`config.mk`:
```
export PLATFORM = sky130hd
export DESIGN_NAME = risc_probe_mux
export DESIGN_NICKNAME = d
export VERILOG_FILES = /design/src/rtl/risc_probe_mux.sv
export SDC_FILE = /design/constraint.sdc
export NUM_CORES = 1
export LEC_CHECK = 0
export BUFFER_PORTS_ARGS = -buffer_cell sky130_fd_sc_hd__buf_2
export CORE_ASPECT_RATIO = 1.25
export CORE_MARGIN = 3
export CORE_UTILIZATION = 24
export CTS_CLUSTER_DIAMETER = 150
export CTS_CLUSTER_SIZE = 12
export DETAILED_ROUTE_END_ITERATION = 10
export PLACE_DENSITY_LB_ADDON = 0.2
export SETUP_SLACK_MARGIN = 0.3
export SYNTH_ARGS = -nofsm -noshare
export SYNTH_HDL_FRONTEND = slang
export SYNTH_SLANG_ARGS = --single-unit
```
`constraint.sdc`:
```
create_clock -name clk -period 12.6 [get_ports clk]
set_clock_uncertainty 0.2 [all_clocks]
set_input_delay 1.89 -clock clk [delete_from_list [all_inputs] [get_ports clk]]
set_output_delay 1.89 -clock clk [all_outputs]
set_load 0.005 [all_outputs]
```
`src/rtl/risc_probe_mux.sv`:
```
// risc_probe_mux: debug/display front end selecting memory, register or counter values onto a registered display bus
module risc_probe_mux #(
    parameter int DATA_W  = 32,
    parameter int OUT_W   = 16,
    parameter int ADDR_W  = 10,
    parameter int REFRESH = 1024,
    parameter int TIMEOUT = 64
) (
    input  logic                  clk,
    input  logic                  rst,
    input  logic [1:0]            select,
    input  logic [ADDR_W-1:0]     inp,
    input  logic [(DATA_W/OUT_W > 1 ? $clog2(DATA_W/OUT_W) : 1)-1:0] slice,
    input  logic                  retire,
    input  logic                  halt,
    output logic                  dbg_req,
    output logic                  dbg_space,
    output logic [ADDR_W-1:0]     dbg_addr,
    input  logic                  dbg_valid,
    input  logic [DATA_W-1:0]     dbg_rdata,
    output logic [OUT_W-1:0]      out,
    output logic                  out_valid,
    output logic                  err
);
    localparam int RW = $clog2(REFRESH);
    localparam int TW = $clog2(TIMEOUT + 1);

    typedef enum logic [1:0] {IDLE, REQ, WAIT} state_t;

    state_t              state;
    logic [1:0]          sel_q;
    logic [ADDR_W-1:0]   inp_q;
    logic [RW-1:0]       rtmr;
    logic [TW-1:0]       tcnt;
    logic [DATA_W-1:0]   cyc_cnt, ret_cnt, word;
    logic                wvalid, werr, pending;
    logic                chg, trig, cmode;

    assign chg   = {select, inp} != {sel_q, inp_q};
    assign trig  = chg || (rtmr == RW'(REFRESH - 1));
    assign cmode = select[1];

    // free-running cycle and retired-instruction counters, frozen while halted
    always_ff @(posedge clk or posedge rst) begin
        if (rst) begin
            cyc_cnt <= '0;
            ret_cnt <= '0;
        end else if (!halt) begin
            cyc_cnt <= cyc_cnt + 1'b1;
            if (retire) ret_cnt <= ret_cnt + 1'b1;
        end
    end

    // shadow of select/inp and the periodic refresh timer, both feeding the trigger
    always_ff @(posedge clk or posedge rst) begin
        if (rst) begin
            sel_q <= '0;
            inp_q <= '0;
            rtmr  <= '0;
        end else begin
            sel_q <= select;
            inp_q <= inp;
            rtmr  <= trig ? '0 : rtmr + 1'b1;
        end
    end

    // read handshake FSM and capture of the word to display
    always_ff @(posedge clk or posedge rst) begin
        if (rst) begin
            state     <= IDLE;
            dbg_req   <= 1'b0;
            dbg_space <= 1'b0;
            dbg_addr  <= '0;
            tcnt      <= '0;
            pending   <= 1'b0;
            word      <= '0;
            wvalid    <= 1'b0;
            werr      <= 1'b0;
        end else begin
            if (cmode) begin
                word   <= select[0] ? ret_cnt : cyc_cnt;
                wvalid <= 1'b1;
                werr   <= 1'b0;
            end else if (chg) begin
                wvalid <= 1'b0;
            end
            case (state)
                IDLE: begin
                    if ((trig || pending) && !cmode) begin
                        dbg_req   <= 1'b1;
                        dbg_addr  <= inp;
                        dbg_space <= select[0];
                        state     <= REQ;
                    end
                    pending <= 1'b0;
                end
                REQ: begin
                    dbg_req <= 1'b0;
                    tcnt    <= '0;
                    state   <= WAIT;
                    if (trig) pending <= 1'b1;
                end
                WAIT: begin
                    if (trig) pending <= 1'b1;
                    if (dbg_valid) begin
                        if (!cmode) begin
                            word   <= dbg_rdata;
                            wvalid <= 1'b1;
                            werr   <= 1'b0;
                        end
                        state <= IDLE;
                    end else if (tcnt == TW'(TIMEOUT - 1)) begin
                        if (!cmode) begin
                            werr   <= 1'b1;
                            wvalid <= 1'b0;
                        end
                        state <= IDLE;
                    end else begin
                        tcnt <= tcnt + 1'b1;
                    end
                end
                default: state <= IDLE;
            endcase
        end
    end

    // registered display slice and status, one cycle behind the captured word
    always_ff @(posedge clk or posedge rst) begin
        if (rst) begin
            out       <= '0;
            out_valid <= 1'b0;
            err       <= 1'b0;
        end else begin
            out       <= word[OUT_W*int'(slice) +: OUT_W];
            out_valid <= wvalid;
            err       <= werr;
        end
    end
endmodule

```
## After elaboration in Yosys (flattened, before gate mapping)

Index checks and enable logic that the tools add are counted.

- Bits in registers: 160
- Output and inout port bits: 30
- Logic and storage cells: 78

- Equality and inequality tests: 10
- Bitwise operators: 1
- Add/subtract/negate cells: 4
- Reductions and logical operators: 15
- Mux-type cells: 30
- Shift-type cells: 1

Operators by type and width:

| cell | count |
|---|---|
| 2-to-1 mux 32 bit | 5 |
| adder 32 x 1 -> 32 bit (second input constant) | 2 |
| variable part select 32 x 6 -> 16 bit | 1 |
| 2-to-1 mux 1 bit | 15 |
| 2-to-1 mux 7 bit | 2 |
| case mux 7 bit (2 select lines) | 1 |
| != test 12 bit | 1 |
| adder 10 x 1 -> 10 bit (second input constant) | 1 |
| equality test 10 bit (second input constant) | 1 |
| 2-to-1 mux 10 bit | 1 |
| AND reduction 2 bit | 5 |
| adder 7 x 1 -> 7 bit (second input constant) | 1 |
| equality test 7 x 6 -> 1 bit (second input constant) | 1 |
| 2-to-1 mux 2 bit | 3 |
| != test 2 bit (second input constant) | 3 |
| case mux 2 bit (3 select lines) | 1 |
| nonzero test 2 bit | 3 |
| case mux 1 bit (2 select lines) | 2 |
| != test 3 bit (second input constant) | 1 |
| AND reduction 3 bit | 1 |
| equality test 2 x 1 -> 1 bit (second input constant) | 1 |
| equality test 2 bit (second input constant) | 1 |
| zero test 2 bit | 1 |
| logical OR 1 bit | 2 |
| other kinds (5) | 5 |

## Logic depth before layout (Yosys ltp)

- Depth after elaboration: 7
- Mapped depth: 8
- Depth with buffers taken out: 7

## Worst setup path after synthesis

No wires, ideal clock.

- Path type: input to register
- Start point: in select[1]
- End point: reg dbg_addr[0]
- Data required time: 12.275 ns
- Arrival: 3.279 ns
- Path slack: 8.996 ns
- Path buffers: 2
- Library setup time: 0.125 ns
- Stages: 7
- Cells stage by stage: buf_6 > xor2_1 > nor4_2 > nand3_1 > o31a_1 > buf_6 > mux2_4

- Word-level cells in the longest chain between the ends: 5

Ends and longest elaborated chain:

| what | RTL line | RTL |
|---|---|---|
| start: declaration | 11 | `input logic [1:0] select,` |
| != test 12 bit | 39 | `assign chg = {select, inp} != {sel_q, inp_q};` |
| logical OR 1 bit | 40 | `assign trig = chg \|\| (rtmr == RW'(REFRESH - 1));` |
| logical OR 1 bit | 89 | `if ((trig \|\| pending) && !cmode) begin` |
| logical AND 1 bit (*) | 89 |  |
| AND reduction 2 bit (no line) (*) | - |  |
| end signal: assignment | 91 | `dbg_addr <= inp;` |
| end: declaration | 18 | `output logic [ADDR_W-1:0] dbg_addr,` |

Every way passes the cells marked *; elsewhere a longest branch is shown, timed or not.
A chain may end at the register's enable or synchronous reset.

## Worst setup path after layout

- Start point: in select[1]
- End point: reg dbg_space

- Word-level cells in the longest chain between the ends: 5

Ends and longest elaborated chain:

| what | RTL line | RTL |
|---|---|---|
| != test 12 bit | 39 |  |
| logical OR 1 bit | 40 |  |
| logical OR 1 bit | 89 |  |
| logical AND 1 bit (*) | 89 |  |
| AND reduction 2 bit (no line) (*) | - |  |
| end signal: assignment | 92 | `dbg_space <= select[0];` |
| end: declaration | 17 | `output logic dbg_space,` |

Marks and branches as above.

==> impl_metrics.tcl <==
set metrics [dict create \
    tightest_slew_ps 1010 \
    hold_viol 0 \
    ir_worst_vdd_mv 0.0983 \
    antenna_found_initial 1 \
    root_buffer "clkbuf_16" \
    core_sq_um 30100 \
    hold_class "reg -> reg" \
    cts_sinks 160 \
    setup_viol 0 \
    port_buffers 79 \
    post-route-drc-count 0 \
    crit_path_end_kind "flop" \
    syn_area_sq_um 7360 \
    start_util_pct 24.4 \
    instances_no_fill 1126 \
    ys_seq_area_share_pct 54.4 \
    yosysWarnings 0 \
    p_leak_uw 0.00403 \
    post-route-period-util_pct 35.0 \
    slowest_stage "o31a_1" \
    path_cells "buf_2 -> buf_4 -> xor2_1 -> nor4_2 -> nand3_1 -> o31a_1 -> mux2_4" \
    p_per_area_nw_per_um2 165 \
    path_class "in -> reg" \
    cts_tree "done" \
    endpoint "dbg_space$_DFFE_PP0P_" \
    wl_per_cell_um 16.9 \
    drv_slew 0 \
    ys_ff_latch 160 \
    grt_usage_pct 12.1 \
    whs_path_depth 0 \
    r2r-end "dbg_space$_DFFE_PP0P_" \
    drt-total-wl_mm 19.0 \
    final_antenna_net_count 0 \
    r2r_start "inp_q[9]$_DFF_PP0_" \
    crit_fanout 71 \
    rows 71 \
    ys.flop_type "dfrtp_1" \
    firstDrtPassIters 4 \
    synthCells 635 \
    vias_per_cell 4.40 \
    grt_setup_unrepaired "no" \
    synth_nets 692 \
    synth_top_cell_by_area "dfrtp_1" \
    cpPeakStageDelay_ps 690 \
    drive_gt1_share_pct 22.2 \
    die_h_um 202 \
    cts_buffer_depth 2 \
    status "finished clean" \
    die_area_sq_um 32800 \
    drv_cap 0 \
    dp.cells 1094 \
    crit_required_ps 12700 \
    cp.arrival_ps 4510 \
    cts.clk_slew.worst_paths_ps 60 \
    cts_buffers 17 \
    globalRoute.totalOverflow 0 \
    htreeDepth 4 \
    grt_max_degree 78 \
    post_cts_buffers 0 \
    antennaDiodeCount 0 \
    worstRegToRegCells 5 \
    avgSynthCellArea_sq_um 11.6 \
    synth-edff-count 0 \
    max_freq_mhz 227 \
    crit_start "select[1]" \
    fin_total_pwr_uw 1450 \
    fin_hold_ws_ps 201 \
    clk_latency_ps 420 \
    vias 4960 \
    start_kind "input pin" \
    cts_hold_buf 0 \
    yosysUniqueCellTypes 45 \
    synth_area_leaders "dfrtp_1 54%, xnor2_1 5.2%, mux2i_1 4.9%" \
    grt_pass1_vias 5294 \
    tns_ps 0 \
    drt-initial-drc-count 222 \
    io_pins 80 \
    async_flop_share_pct 100 \
    maxSlewHeadroom_pct 32.7 \
    ctsResizeCount 0 \
    grt_pass1_wl_mm 30.9 \
    gp_congestion 0.755 \
    die_width_um 163 \
    final.min_clock_period_ps 4410 \
    fin_nets 769 \
    rrSetupSlack_ps 9800 \
    synth_top_area_share_pct 54.4 \
    area_delta_synth_final_pct 19.1 \
    post-dp-hpwl_mm 13.4 \
]
==> how the worst min path moves through the flow <==
| stage | slack, ps | endpoint | start |
|---|---|---|---|
| 6_report | 200 | err$_DFF_PP0_ | werr$_DFF_PP0_ |
| 5_1_grt | 210 | err$_DFF_PP0_ | werr$_DFF_PP0_ |
| 4_1_cts | 200 | err$_DFF_PP0_ | werr$_DFF_PP0_ |
| 3_5_place_dp | 190 | err$_DFF_PP0_ | werr$_DFF_PP0_ |
| 3_3_place_gp | 190 | err$_DFF_PP0_ | werr$_DFF_PP0_ |
| 2_1_floorplan | 150 | out_valid$_DFF_PP0_ | wvalid$_DFF_PP0_ |
==> kinds of logic (layout without fill, tap and decap cells) <==
family	after synthesis	in the layout	share of synthesized area (%)
AND/OR/NAND/NOR	190	190	14.8
buffers and inverters	44	134	2.57
AO/OA/AOI/OAI	85	85	7.18
adder cells (fa/ha/maj)	7	7	1.19
XOR/XNOR	84	84	10.0
flip-flops	160	160	54.4
multiplexers	65	65	9.85
==> synth_stat cells (2+ instances only) <==
cell type	n
nor2b_1	3
mux2i_1	36
xnor2_1	44
nor4_1	3
or3_1	2
a211oi_1	32
nand3_1	22
nand2_1	34
mux2_2	19
nor4_2	2
xor2_1	40
dfrtp_1	160
buf_6	3
clkbuf_1	23
or4_4	2
nand4_1	17
inv_1	17
or2_2	2
nor3_2	3
and4_1	4
mux2_4	10
ha_1	7
o21ai_0	8
nor2_1	44
nand2b_1	2
and3_1	40
a31oi_1	2
a21oi_1	37
==> flip-flops by register name, indices dropped and copies added (netlist names) <==
register / count
cyc_cnt: 32
dbg_addr: 10
dbg_req: 1
dbg_space: 1
err: 1
inp_q: 10
out: 16
out_valid: 1
pending: 1
ret_cnt: 32
rtmr: 10
sel_q: 2
state: 2
tcnt: 7
werr: 1
word: 32
wvalid: 1
==> cell type report <==
| class | instances | area (sq um) |
|---|---|---|
| clock buffers | 18 | 429 |
| clock inverters | 14 | 156 |
| fillers | 3107 | 21400 |
| inverters | 17 | 68.8 |
| multi-input cells | 431 | 3160 |
| flip-flops and latches | 160 | 4000 |
| well taps | 401 | 502 |
| repair buffers | 85 | 440 |
==> per-layer routing <==
metal  global-route usage, %  share of wire [%]  up-vias
met5                       0              0.068        -
met4                    2.27               0.48        2
li1                        -                  -     2398
met1                    15.8                 45     2447
met2                    20.5                 49      107
met3                    3.11                4.8        6
==> layout by cell type (no fill, tap or decap), drive strengths merged, types with 6 or more instances in the layout <==
cell type	n
a211oi	32
a21oi	37
and3	40
buf	85
clkbuf	18
dfrtp	160
ha	7
inv	21
mux2	29
mux2i	36
nand2	34
nand3	22
nand4	19
nor2	44
nor4	6
o21ai	8
xnor2	44
xor2	40
==> worst max-delay path: cells and delay by family <==
family / cells / cell delay (ps)
and+or+nand+nor: 2 / 690
muxes: 1 / 390
AOI/OAI and AO/OA: 1 / 690
buffers and inverters: 2 / 650
xor gates and xnor gates: 1 / 170
==> stage by stage <==
stage | utilization [%] | worst slack (ps) | area [sq um]
after floorplan | - | 6190 | 7360
after global placement | 27.2 | 7710 | 8180
after detailed placement | 27.2 | 7660 | 8180
after CTS | 29.1 | 8080 | 8760
after global routing | 29.1 | 7950 | 8760
final | 29.1 | 8190 | 8760
==> power by group <==
| group | internal [uW] | total, uW | leakage, uW | switching [uW] |
|---|---|---|---|---|
| Clock | 295 | 516 | 0.000274 | 221 |
| Sequential | 590 | 657 | 0.00203 | 66.1 |
| Combinational | 133 | 273 | 0.00172 | 140 |
(Power assumes the default switching activity.)
